--- config.mk ---
export PLATFORM = sky130hd
export DESIGN_NAME = hdb3_decoder
export DESIGN_NICKNAME = d
export VERILOG_FILES = /design/src/rtl/hdb3_decoder.sv
export SDC_FILE = /design/constraint.sdc
export NUM_CORES = 1
export LEC_CHECK = 0
export BUFFER_PORTS_ARGS = -buffer_cell sky130_fd_sc_hd__buf_2
export CORE_AREA = 2 2 51 53
export DETAILED_ROUTE_END_ITERATION = 10
export DIE_AREA = 0 0 53 55
export PLACE_DENSITY = 0.71
export SYNTH_ARGS = -nofsm -noshare
export SYNTH_HDL_FRONTEND = slang
export SYNTH_SLANG_ARGS = --single-unit
--- constraint.sdc ---
create_clock -name clk -period 1.9 [get_ports clk]
set_input_delay 0.19 -clock clk [delete_from_list [all_inputs] [get_ports clk]]
set_output_delay 0.19 -clock clk [all_outputs]
set_load 0.005 [all_outputs]
--- src/rtl/hdb3_decoder.sv ---
// hdb3_decoder: HDB3 line decoder that turns dual-rail BP/BN symbols back into NRZ data.
//               It detects bipolar violations, removes 000V/B00V substitutions and reports code errors.
module hdb3_decoder #(
    parameter int ZERO_LIMIT = 3,
    parameter int ERR_W      = 8
) (
    input  logic             clk,
    input  logic             rst,
    input  logic             BP,
    input  logic             BN,
    output logic             data_out,
    output logic             data_vld,
    output logic             viol,
    output logic             code_err,
    output logic [ERR_W-1:0] err_cnt
);
    // zrun saturates one past the limit, so the error fires once per long run
    localparam int ZW = $clog2(ZERO_LIMIT + 2);

    typedef enum logic {HUNT, LOCK} state_t;

    state_t           state_q, state_d;
    logic             last_pol_q, last_pol_d;
    logic             v_seen_q, v_seen_d;
    logic             last_v_pol_q, last_v_pol_d;
    logic [3:0]       p_q, p_d;
    logic [2:0]       fill_q, fill_d;
    logic [ZW-1:0]    zrun_q, zrun_d;
    logic             data_out_q, data_out_d;
    logic             data_vld_q, data_vld_d;
    logic             viol_q, viol_d;
    logic             code_err_q, code_err_d;
    logic [ERR_W-1:0] err_cnt_q, err_cnt_d;
    logic             pos, ill, mark, is_v, zexc, vbad, err;

    // Classify the symbol, then compute the next polarity, pipeline and error state
    always_comb begin
        pos          = BP & ~BN;
        ill          = BP & BN;
        mark         = BP ^ BN;
        is_v         = (state_q == LOCK) && mark && (pos == last_pol_q);
        zexc         = ~mark && (zrun_q == ZW'(ZERO_LIMIT));
        vbad         = is_v && v_seen_q && (pos == last_v_pol_q);
        err          = ill || ((state_q == LOCK) && (zexc || vbad));
        state_d      = mark ? LOCK : state_q;
        last_pol_d   = mark ? pos : last_pol_q;
        v_seen_d     = v_seen_q | is_v;
        last_v_pol_d = is_v ? pos : last_v_pol_q;
        p_d          = is_v ? 4'b0000 : {p_q[2:0], mark};
        data_out_d   = p_q[3];
        fill_d       = (fill_q == 3'd4) ? fill_q : fill_q + 3'd1;
        data_vld_d   = (fill_q == 3'd4);
        zrun_d       = mark ? '0 : (zrun_q == ZW'(ZERO_LIMIT + 1)) ? zrun_q : zrun_q + ZW'(1);
        viol_d       = is_v;
        code_err_d   = err;
        err_cnt_d    = (err && (err_cnt_q != '1)) ? err_cnt_q + ERR_W'(1) : err_cnt_q;
    end

    // Register all state and outputs; reset overrides everything
    always_ff @(posedge clk) begin
        if (rst) begin
            state_q      <= HUNT;
            last_pol_q   <= 1'b0;
            v_seen_q     <= 1'b0;
            last_v_pol_q <= 1'b0;
            p_q          <= '0;
            fill_q       <= '0;
            zrun_q       <= '0;
            data_out_q   <= 1'b0;
            data_vld_q   <= 1'b0;
            viol_q       <= 1'b0;
            code_err_q   <= 1'b0;
            err_cnt_q    <= '0;
        end else begin
            state_q      <= state_d;
            last_pol_q   <= last_pol_d;
            v_seen_q     <= v_seen_d;
            last_v_pol_q <= last_v_pol_d;
            p_q          <= p_d;
            fill_q       <= fill_d;
            zrun_q       <= zrun_d;
            data_out_q   <= data_out_d;
            data_vld_q   <= data_vld_d;
            viol_q       <= viol_d;
            code_err_q   <= code_err_d;
            err_cnt_q    <= err_cnt_d;
        end
    end

    assign data_out = data_out_q;
    assign data_vld = data_vld_q;
    assign viol     = viol_q;
    assign code_err = code_err_q;
    assign err_cnt  = err_cnt_q;
endmodule

==> impl_results.md <==
- Via count: approximately 880
- Mean Syn Cell Area: 9.33 um^2
- Worst r2r path cells: 5
- Reg2reg setup slack: about 26 ps
- Final period util: 0.986
- Largest net degree at the start of global routing: 23
- Hold_ws: 251 ps
- Synth Flop Type: dfxtp_1
- Reg-to-reg startpoint: last_v_pol_q
- Worst-path fanout max: 8
- Mapped Nets: 132
- Tmin final: 1870 ps
- Antenna Nets Post-Route: 0
- Crit path from: last_v_pol_q
- Overall routing resource usage: 0.143
- Hold endpoint: last_pol_q
- Mapped Cells: 120
- Chip height: roughly 55 um
- Area leader, netlist: dfxtp_1
- FF-to-FF End: err_cnt[5]
- Leading cell types by count after synthesis: 26 x dfxtp_1, 14 x nor2_1, 12 x inv_1
- Total die area: slightly below 3000 um^2
- Cell Rows: 18
- Clock Latency Late Sink: roughly 320 ps
- Routed WL: around 1.9 mm
- Place WS: -122 ps
- DIE WIDTH: around 53 um
- Congestion Overflow GR: 0
- Post-cts hold buffer count: 0
- Crit path DAT: 2130 ps
- Setup TNS: 0 ps
- H-Tree Depth: 1
- Initial Utilization: 0.474
- Tightest Hold Check Type: input pin to flop
- I/O pin cnt: 16
- Max Freq: 0.534 GHz
- Pwr Density: around 750 nW/um^2
- Cell area after synthesis: 1120 um^2
- GPL Wtd Cong: approximately 0.76
- Num Clock Sinks: 26
- Starting DRT DRC Count: 10
- Max-slew violation count: 0
- Routed WL per cell: 10.9 um
- Yosys warnings: 0
- Total power: between 0.0009 and 0.001 W
- Final setup viols: 0
- Max VDD drop: between 400 and 500 uV
- Number of diodes: 0
- TritonCTS clock tree: built
- Clk root buf: clkbuf_4
- Skew final: 6.59 ps
- Longest Clk Path Bufs: 2
- Max Cap Viol: 0
- Worst setup SP type: flop
- Final worst slack: 26.2 ps
- Status: completed
- Cell variety after synth: 28
- Placed cells: 170
- Area grow syn2layout: 18.7%
- Slew margin rel.: 0.748
- Count leader, synth: dfxtp_1
- First-pass GRT wire length: 3.02 mm
- Core ar.: 2360 um^2
- Register area share after synthesis: 0.465
- Asr flop ratio synth: 0
- Vias per inst: between 5 and 6
- Slew @ Worst Pin: 377 ps
- CP required: 2160 ps
- Yosys top cell area share: 0.465
- DRC errors left: 0
- Initial antenna violation count: 0
- Post-synth EDFFs: 0
- # nets final: 158
- Clock Pin Slew Worst Setup and Hold Paths: approximately 130 ps
- Total iterations of the first detailed-routing run: 5
- Crit. End Element: flop
- FILL cells: 221
- Final hold viol count: 0
- WHS Path Cells: 2
- Seq cells post-synth: 26
- Vias in the first global route: between 700 and 800
- LEAKAGE: 0.585 nW
- IO buf count: 15
- Critical hold path startpoint: rst
- Final non-filler cell total: 175
- Synth area leaders: dfxtp_1 46%, ha_1 8.9%, nor2_1 4.7%
- Num CTS Buffers: 3
- Ratio of cells with drive above 1 in the final layout: 0.234
- RSZ-0062 raised after global routing: true
- CP Class: flop to flop
- Dpl hpwl: 1.47 mm
through the flow:
step	cell area, um^2	util
floorplan	1120	-
global placement	1280	0.540
detailed placement	1280	0.540
CTS	1310	0.555
global route	1330	0.562
finish	1330	0.562
flip-flops by register name, summed over array words and instances, names as in the netlist, 3 cells and up:
register  count
fill_q        3
err_cnt       8
zrun_q        3
p_q           4
placed cells by master, fill, tap and decap left out, types with 2 or more instances in the layout:
master | synthesis | final
or3_1 | 4 | 4
or4_1 | 2 | 2
buf_2 | 0 | 15
nor2b_1 | 4 | 4
nand3_1 | 6 | 6
clkbuf_4 | 0 | 3
nand2_1 | 7 | 7
buf_4 | 0 | 9
and2_1 | 3 | 3
xor2_1 | 2 | 2
nor2_1 | 14 | 14
xnor2_1 | 2 | 2
inv_1 | 12 | 12
ha_1 | 8 | 7
nand2b_1 | 2 | 2
dfxtp_1 | 26 | 25
o21ai_1 | 3 | 3
a21oi_1 | 10 | 10
mux2i_1 | 3 | 3
worst max-delay path: stages, from the launching register on:
cell and delay [ps]:
dfxtp_2 350, or3_4 390, a2111oi_4 370, o21ai_4 120, or4_1 420, a21oi_1 160
how the worst max path moves through the flow:
stage                            end  slack [ps]  cells past startpoint
after floorplan           err_cnt[7]          10                      8
after global placement    err_cnt[7]         -50                      7
after detailed placement  err_cnt[7]        -120                      8
after CTS                 err_cnt[5]          10                      5
after global routing      err_cnt[5]         -40                      5
final                     err_cnt[5]          30                      5
metal layers:
layer	vias up	global-route usage	routed length, um
met5	-	0	0
met4	0	0.0855	35
met1	412	0.174	841
met3	5	0.0269	58
li1	449	-	-
met2	15	0.238	965
power breakdown:
part	switching [W]	leakage [nW]	total [W]	internal, W
Sequential	0.0000167	0.212	0.000590	0.000573
Clock	0.000154	0.0210	0.000271	0.000117
Combinational	0.0000678	0.352	0.000131	0.0000627
Total	0.000239	0.585	0.000992	0.000753
cell type report:
class                   instances  area, um^2  area share
clock buffers                   4        36.3      0.0273
inverters                      12        45.0      0.0339
multi-input cells              79         546       0.411
flip-flops and latches         26         522       0.393
well taps                      30        37.5      0.0282
repair buffers                 24         143       0.107
what timing repair did:
item | CTS | global route
gates resized for setup | 0 | 2
endpoints found under the hold margin | 0 | 0
setup endpoints to repair | 0 | 6
buffers inserted | 0 | 1
cell families after synthesis:
group,share of synthesized area
xor+xnor,0.0313
fa+ha+maj,0.0894
buf+inv,0.0570
flops,0.465
mux,0.0369
compound gates,0.112
simple gates,0.209
Note: power is estimated with default switching activity, not from simulation.
